### config.mk
export PLATFORM = sky130hd
export DESIGN_NAME = alu_op_sequencer
export DESIGN_NICKNAME = d
export VERILOG_FILES = /design/src/rtl/alu_pkg.sv /design/src/rtl/alu_funct_decode.sv /design/src/rtl/alu_op_sequencer.sv
export SDC_FILE = /design/constraint.sdc
export NUM_CORES = 1
export LEC_CHECK = 0
export CAP_MARGIN = 20
export CORE_MARGIN = 1.5
export CORE_UTILIZATION = 38
export DETAILED_ROUTE_END_ITERATION = 10
export PLACE_DENSITY_LB_ADDON = 0.2
export SKIP_CTS_REPAIR_TIMING = 1
export SLEW_MARGIN = 0
export SYNTH_ARGS = -nofsm -noshare
export SYNTH_HDL_FRONTEND = slang
export SYNTH_SLANG_ARGS = --single-unit
### constraint.sdc
create_clock -name clk -period 3.6 [get_ports clk]
set_input_delay 0.9 -clock clk [delete_from_list [all_inputs] [get_ports clk]]
set_output_delay 0.9 -clock clk [all_outputs]
set_load 0.02 [all_outputs]
### src/rtl/alu_pkg.sv
// Shared definitions for the TotalALU front-end sequencer: function codes,
// sequencer state encoding and the operation classes produced by the decoder.
// Imported by the sequencer, its decoder and the testbench scoreboard.
package alu_pkg;

  // Datapath function codes (6-bit Signal input of TotalALU)
  localparam logic [5:0] FN_AND   = 6'd36;
  localparam logic [5:0] FN_OR    = 6'd37;
  localparam logic [5:0] FN_ADD   = 6'd32;
  localparam logic [5:0] FN_SUB   = 6'd34;
  localparam logic [5:0] FN_SLT   = 6'd42;
  localparam logic [5:0] FN_SLL   = 6'd0;
  localparam logic [5:0] FN_MULTU = 6'd25;
  localparam logic [5:0] FN_MFHI  = 6'd16;
  localparam logic [5:0] FN_MFLO  = 6'd18;
  // Decodes to no datapath unit; driven whenever nothing is active
  localparam logic [5:0] FN_IDLE  = 6'b111111;

  // Sequencer states, kept as plain constants so the encoding is stable
  // for anything that probes the state register directly.
  typedef logic [2:0] seqState_t;
  localparam seqState_t ST_IDLE      = 3'd0;
  localparam seqState_t ST_ISSUE     = 3'd1;
  localparam seqState_t ST_MUL_RUN   = 3'd2;
  localparam seqState_t ST_HILO_WAIT = 3'd3;
  localparam seqState_t ST_RESP      = 3'd4;

  // What the sequencer has to do with a function code
  typedef enum logic [1:0] {
    OP_SINGLE  = 2'd0,  // one-cycle ALU/shift operation
    OP_MUL     = 2'd1,  // multi-cycle shift-add multiply into HiLo
    OP_HILO_RD = 2'd2,  // read of HiLo, legal only after a finished MULTU
    OP_ILLEGAL = 2'd3   // not a code the datapath understands
  } opClass_t;

endpackage

### src/rtl/alu_funct_decode.sv
// Purpose: classify a 6-bit TotalALU function code into an operation class.
// Latency: purely combinational, zero cycles.
// Backpressure: none; output follows the input every cycle.
// Ports:
//   funct   in  6  function code
//   opClass out 2  SINGLE / MUL / HILO_RD / ILLEGAL
module alu_funct_decode
  import alu_pkg::*;
(
  input  logic [5:0] funct,
  output opClass_t   opClass
);

  always_comb begin
    opClass = OP_ILLEGAL;
    case (funct)
      FN_AND, FN_OR, FN_ADD, FN_SUB, FN_SLT, FN_SLL: opClass = OP_SINGLE;
      FN_MULTU:                                      opClass = OP_MUL;
      FN_MFHI, FN_MFLO:                              opClass = OP_HILO_RD;
      default:                                       opClass = OP_ILLEGAL;
    endcase
  end

endmodule

### src/rtl/alu_op_sequencer.sv
// Purpose: issue one operation at a time into the TotalALU datapath and return its result.
// Latency: rsp_valid 1 cycle after accept for errors, 2 for single-cycle ops and
//          HiLo reads, 1+MUL_CYCLES+HILO_LAT for MULTU.
// Backpressure: req_ready only in IDLE; the response is held stable until rsp_ready.
// Ports:
//   clk, reset (sync, active-low)
//   req_valid/req_ready/req_funct/req_a/req_b   request channel
//   dp_signal/dp_dataA/dp_dataB/dp_result       datapath drive and result
//   rsp_valid/rsp_ready/rsp_data/rsp_err        response channel
//   busy                                        high outside IDLE
module alu_op_sequencer
  import alu_pkg::*;
#(
  parameter int         MUL_CYCLES = 32,
  parameter int         HILO_LAT   = 1,
  parameter logic [5:0] IDLE_CODE  = FN_IDLE
) (
  input  logic        clk,
  input  logic        reset,
  input  logic        req_valid,
  output logic        req_ready,
  input  logic [5:0]  req_funct,
  input  logic [31:0] req_a,
  input  logic [31:0] req_b,
  output logic [5:0]  dp_signal,
  output logic [31:0] dp_dataA,
  output logic [31:0] dp_dataB,
  input  logic [31:0] dp_result,
  output logic        rsp_valid,
  input  logic        rsp_ready,
  output logic [31:0] rsp_data,
  output logic        rsp_err,
  output logic        busy
);

  // One counter serves both the multiply phase and the HiLo settle phase,
  // and is sized so the longer of the two can never wrap.
  localparam int CNT_W = $clog2(MUL_CYCLES + HILO_LAT + 1);
  localparam logic [CNT_W-1:0] MUL_LAST  = CNT_W'(MUL_CYCLES - 1);
  localparam logic [CNT_W-1:0] HILO_LAST = CNT_W'(HILO_LAT - 1);

  seqState_t        state;
  logic [CNT_W-1:0] counter;
  logic             hiloValid;   // HiLo holds a completed product
  logic [5:0]       functReg;
  opClass_t         reqClass;
  logic             accept;

  alu_funct_decode uDecode (
    .funct   (req_funct),
    .opClass (reqClass)
  );

  assign req_ready = (state == ST_IDLE);
  assign accept    = req_valid && req_ready;
  assign rsp_valid = (state == ST_RESP);
  assign busy      = (state != ST_IDLE);

  // Only the function code returns to idle between operations; operands
  // stay on the datapath bus until the next legal operation replaces them.
  always_comb begin
    dp_signal = IDLE_CODE;
    case (state)
      ST_ISSUE:   dp_signal = functReg;
      ST_MUL_RUN: dp_signal = FN_MULTU;
      default:    dp_signal = IDLE_CODE;
    endcase
  end

  always_ff @(posedge clk) begin
    if (!reset) begin
      state     <= ST_IDLE;
      counter   <= '0;
      hiloValid <= 1'b0;
      functReg  <= IDLE_CODE;
      dp_dataA  <= '0;
      dp_dataB  <= '0;
      rsp_data  <= '0;
      rsp_err   <= 1'b0;
    end else begin
      case (state)
        ST_IDLE: begin
          if (accept) begin
            functReg <= req_funct;
            case (reqClass)
              OP_SINGLE: begin
                dp_dataA <= req_a;
                dp_dataB <= req_b;
                state    <= ST_ISSUE;
              end
              OP_MUL: begin
                dp_dataA <= req_a;
                dp_dataB <= req_b;
                counter  <= '0;
                state    <= ST_MUL_RUN;
              end
              OP_HILO_RD: begin
                if (hiloValid) begin
                  dp_dataA <= req_a;
                  dp_dataB <= req_b;
                  state    <= ST_ISSUE;
                end else begin
                  // Nothing in HiLo yet: answer with an error and leave
                  // the datapath untouched.
                  rsp_data <= '0;
                  rsp_err  <= 1'b1;
                  state    <= ST_RESP;
                end
              end
              default: begin
                rsp_data <= '0;
                rsp_err  <= 1'b1;
                state    <= ST_RESP;
              end
            endcase
          end
        end

        ST_ISSUE: begin
          rsp_data <= dp_result;
          rsp_err  <= 1'b0;
          state    <= ST_RESP;
        end

        ST_MUL_RUN: begin
          if (counter == MUL_LAST) begin
            counter <= '0;
            state   <= ST_HILO_WAIT;
          end else begin
            counter <= counter + CNT_W'(1);
          end
        end

        ST_HILO_WAIT: begin
          if (counter == HILO_LAST) begin
            counter   <= '0;
            hiloValid <= 1'b1;
            // MULTU has no data result; zero marks completion
            rsp_data  <= '0;
            rsp_err   <= 1'b0;
            state     <= ST_RESP;
          end else begin
            counter <= counter + CNT_W'(1);
          end
        end

        ST_RESP: begin
          if (rsp_ready) state <= ST_IDLE;
        end

        default: state <= ST_IDLE;
      endcase
    end
  end

endmodule

==> Word-level counts from Yosys, hierarchy flattened <==
Index checks and enable logic that the tools add are counted.
{ "word_totals": {"ff_bits": 113} }
{ "op_classes": {"n_addsub": 1, "n_eq_ne": 23, "mux": 28, "reduce_logical": 18} }
{ "op_table": {"columns": ["operator", "count"], "rows": [
  ["$pmux W32 S2", 3],
  ["$mux W32", 5],
  ["$pmux W32 S3", 1],
  ["$eq A6 B6 Y1 const B", 5],
  ["$eq A6 B5 Y1 const B", 4],
  ["$mux W6", 4],
  ["$pmux W6 S3", 1],
  ["$mux W3", 5],
  ["$pmux W3 S5", 1],
  ["$logic_not A6 Y1", 2],
  ["$pmux W6 S2", 1],
  ["$pmux W3 S3", 1],
  ["$reduce_bool A3 Y1", 3],
  ["$ne A2 B2 Y1 const B", 4],
  ["$reduce_and A4 Y1", 2],
  ["$add A6 B1 Y6 const B", 1],
  ["$eq A3 B2 Y1 const B", 2],
  ["$ne A2 B1 Y1 const B", 3],
  ["$pmux W2 S3", 1],
  ["$reduce_or A6 Y1", 1],
  ["$reduce_and A5 Y1", 1],
  ["$reduce_and A2 Y1", 2],
  ["$reduce_or A2 Y1", 2],
  ["$eq A3 B1 Y1 const B", 1],
  ["other kinds (12)", 14]
]} }

==> Longest topological paths before layout <==
{ "logic_depth": {"depth_word": 8, "ltp_mapped": 8} }

==> Hierarchy <==
A second synthesis with hierarchy kept.
{ "unflattened": {"hier_cells": 404, "area_unflattened_um2": 4320.4} }
{ "by_module_without_submodules": {"columns": ["module", "instances", "cells_each", "area_per_inst_um2", "seq_area_each_um2"], "rows": [
  ["alu_op_sequencer", 1, 393, 4240.3, 2262.2],
  ["alu_funct_decode", 1, 11, 80.1, 0.0]
]} }

==> Worst setup path before layout <==
OpenSTA, ideal clock, no wires.
{ "synth_timing": {"path_type": "reg-to-output", "startpoint": "register state[2]", "endpoint": "output rsp_valid", "t_arrival_ns": 1.730, "path_slack_ns": 0.970, "stages_incl_launch_ff": 5, "path_buffers": 3, "cell_sequence": "dfxtp_1 > clkbuf_1 > clkbuf_1 > clkbuf_1 > nor3b_1"} }
{ "synth_between": {"elab_chain_cells": 1} }
{ "synth_rtl": {"columns": ["item", "line_no", "source"], "rows": [
  ["start: declaration", "alu_op_sequencer.sv:42", "seqState_t state;"],
  ["start signal: assignment", "alu_op_sequencer.sv:72", "state <= ST_IDLE;"],
  ["start signal: assignment", "alu_op_sequencer.sv:89", "state <= ST_ISSUE;"],
  ["start signal: assignment", "alu_op_sequencer.sv:95", "state <= ST_MUL_RUN;"],
  ["$eq A3 B3 Y1", "alu_op_sequencer.sv:56", "assign rsp_valid = (state == ST_RESP);"],
  ["end: declaration", "alu_op_sequencer.sv:29", "output logic rsp_valid,"]
]} }
Every way passes these cells.

==> Worst setup path in the final report <==
{ "layout_timing": {"startpoint": "register state[1]", "endpoint": "output dp_signal[2]"} }
{ "layout_between": {"elab_chain_cells": 2} }
{ "layout_rtl": {"columns": ["item", "line_no", "source"], "rows": [
  ["$eq A3 B2 Y1 / $eq A3 B1 Y1 (equally long branches)", "alu_op_sequencer.sv:63", "case (state)"],
  ["$pmux W6 S2 (*)", "alu_op_sequencer.sv:63", null],
  ["end: declaration", "alu_op_sequencer.sv:25", "output logic [5:0] dp_signal,"]
]} }
Every way passes the cells marked *; elsewhere a longest branch is shown, timed or not.

==> metrics.txt <==
commonest non-fill, non-tap cell in the layout clkdlybuf4s50_1; GRT Total Usage 20.9%; CP Cell Sequence nand2b_1 -> nor2_1 -> o21bai_1 -> clkdlybuf4s50_1; endpoint class of the critical path primary output; family with the most delay on the worst path flip-flops; H-tree Lvls 4; Cell Rows between 40 and 50; vias per inst 5.11; core area 13,300 um2; Power Dens Cells 435 nW/um2; met1 Usage GRT 24.4%; cell count after synthesis 614; # setup viols final 0; die width 120 um; Final GP Congestion roughly 0.86; initial antenna violation count 0; part of the power in registers 37.4%; Pre-antenna DRT Iters 4; IO buf count 211; Clock Latency Late Sink 410 ps; Routed wire per std cell 15.1 um; Psw 0.810 mW; Synth Warn # 0; Req. time, crit path 2700 ps; Arr. time, crit path between 2000 and 2500 ps; I/O pin total 212; GR Util met3 8.89%; RSZ-0062 raised after global routing no; maxcap violations 0; distinct cell type count after synthesis 47; clock tree sinks between 100 and 150; Crit. path cell count 4; Post-DRT Antenna Nets 0; Max Freq between 0.3 and 0.4 GHz; Area growth, synth to finish 54.1%; Post-Route WL 14,900 um; Final nets 909; total gr overflow 0; Residual DRC 0; post-synthesis instance area 5190 um2; clock share of power approximately 50%; crit-path max cell delay 640 ps; Detail Placement HPWL 10,300 um; clock root buffer clkbuf_16; reg2reg setup slack approximately 1100 ps; vias in the first global route 5,015; P_leak 2.88 nW; Comb pwr share 13.2%; FF+latch count, synth about 110; CP Launch Type register; die area approximately 14,000 um2; Worst Path Buf+Inv 1; post-route minimum period 3010 ps; vias 5,055; Pint between 2 and 3 mW; result of the run complete, no violations; Min Hold Slack 451 ps; Max Slew Vio Count 0; EDFF count, synth 0; Syn Area/Cell ~8.5 um2; normalized max-slew margin 60.2%; Hold WC Path Type reg -> reg; critical path class reg -> out; GRT Max-Usage Layer met2; Worst Skew around 6.6 ps; CP max FO 16; worst hold start dp_dataB[29]$_SDFFE_PN0P_; Yosys top cell by area dfxtp_1; diodes inserted 0; commonest non-fill, non-tap cells in the layout clkdlybuf4s50_1 (210), nand2_1 (150), dfxtp_1 (113); RR Startpoint state[2]$_SDFFE_PN0P_; r2r worst-path depth 5; Syn Nets 722; Synth async-reset ratio 0%; end of the critical path dp_signal[2]; CTS tree yes; synth top area cells dfxtp_1 (44%), mux2i_1 (13%), nand2_1 (11%); share of post-route cells with drive strength above 1 6.51%; global-route wire length before repair 24,200 um; fin crit share 83.7%; Clock Pin Slew Worst Setup and Hold Paths 50 ps; Sw Share 23.3%; Longest Clk Path Bufs 2; post-synth top area share a little over two fifths; largest net degree at the start of global routing 85; CP startpoint state[1]$_SDFFE_PN0P_; met2 global-route usage 33.5%; DR iter-0 viols 239; die height ~120 um; Num CTS Buffers 17; final hold vios 0; slowest CP cell dfxtp_1; R2R Path End dp_dataB[21]$_SDFFE_PN0P_; Initial Utilization between 30 and 40%; VDD IR max 0.237 mV; setup TNS 0 ps; most common flop cell mapped by yosys dfxtp_1; Worst Tran Pin Value just under 600 ps; post-synthesis sequential area ratio 43.6%
-- metal layers --
metal  wire, um  vias up
met2       6880      177
li1           -     2511
met4        318        0
met5          0        -
met1       6480     2343
met3       1230       24
-- logic make-up (layout without fill, tap and decap cells) --
kind of cell               count (synthesis)  count (layout)  share of synthesized area (%)
xor gates and xnor gates                   3               3                          0.506
DFF                                      113             113                           43.6
muxes                                     65              65                           12.5
adders and majority gates                  2               2                          0.482
and+or+nand+nor                          252             252                           23.0
buffers and inverters                     58             258                           5.21
AOI/OAI and AO/OA                        121             121                           14.6
-- layout make-up --
class / instances / area [um2]
Fill cell: 1139 / 5300
Multi-Input combinational cell: 443 / 2670
Sequential cell: 113 / 2260
Timing Repair Buffer: 221 / 2210
Clock buffer: 21 / 480
Tap cell: 176 / 220
Clock inverter: 11 / 134
Inverter: 5 / 18.8
-- worst min path at each step --
stage	to	slack (ps)	depth (start not counted)
4_1_cts	dp_dataB[29]$_SDFFE_PN0P_	450	2
5_1_grt	dp_dataB[18]$_SDFFE_PN0P_	470	2
3_3_place_gp	dp_dataB[3]$_SDFFE_PN0P_	440	2
3_5_place_dp	dp_dataB[7]$_SDFFE_PN0P_	450	2
6_report	dp_dataB[29]$_SDFFE_PN0P_	450	2
2_1_floorplan	functReg[0]$_SDFFE_PN1P_	430	2
-- Yosys cell counts, types with 2 or more instances --
cell type  instances
a2111oi_0          2
clkbuf_1          41
xnor2_1            2
nor2b_1            7
nand3_1           30
or2_2              3
dfxtp_1          113
o21a_1             2
buf_2              3
nor4_1             2
buf_6              6
nand2_1          150
nand2b_1           8
a211oi_1          22
inv_1              5
o211a_1            2
ha_1               2
and2_1             3
nor2_1             5
nor3b_1           27
a21oi_1           79
nand4_1            3
mux2i_1           65
nor3_1             6
buf_1              2
o21bai_1           3
-- state kept, by name, summed over array words and instances (netlist names) --
name       cells
dp_dataA      32
dp_dataB      32
rsp_data      32
counter        6
functReg       6
state          3
hiloValid      1
rsp_err        1
-- tightest hold or removal path: stages (launching register included) --
cell and delay [ps]:
dfxtp_1 300, nand2_1 50, mux2i_1 50
-- power by group through the flow --
stage | Combinational, mW | Sequential, mW | Clock [mW]
finish | 0.459 | 1.30 | 1.72
global route | 0.498 | 1.30 | 1.82
CTS | 0.461 | 1.30 | 1.75
detailed placement | 0.458 | 1.33 | 0
global placement | 0.449 | 1.33 | 0
floorplan | 0.214 | 1.35 | 0
-- metrics by stage --
| stage | setup slack, ps | cell area (um2) | power, mW | cells | util [%] |
|---|---|---|---|---|---|
| after floorplan | 970 | 5190 | 1.56 | 614 | - |
| after global placement | 473 | 7380 | 1.78 | 958 | 55.5 |
| after detailed placement | 351 | 7380 | 1.79 | 958 | 55.5 |
| after CTS | 587 | 8000 | 3.51 | 990 | 60.2 |
| after global routing | 450 | 8000 | 3.62 | 990 | 60.2 |
| final | 587 | 8000 | 3.48 | 990 | 60.2 |
Note: power is estimated with default switching activity, not from simulation.
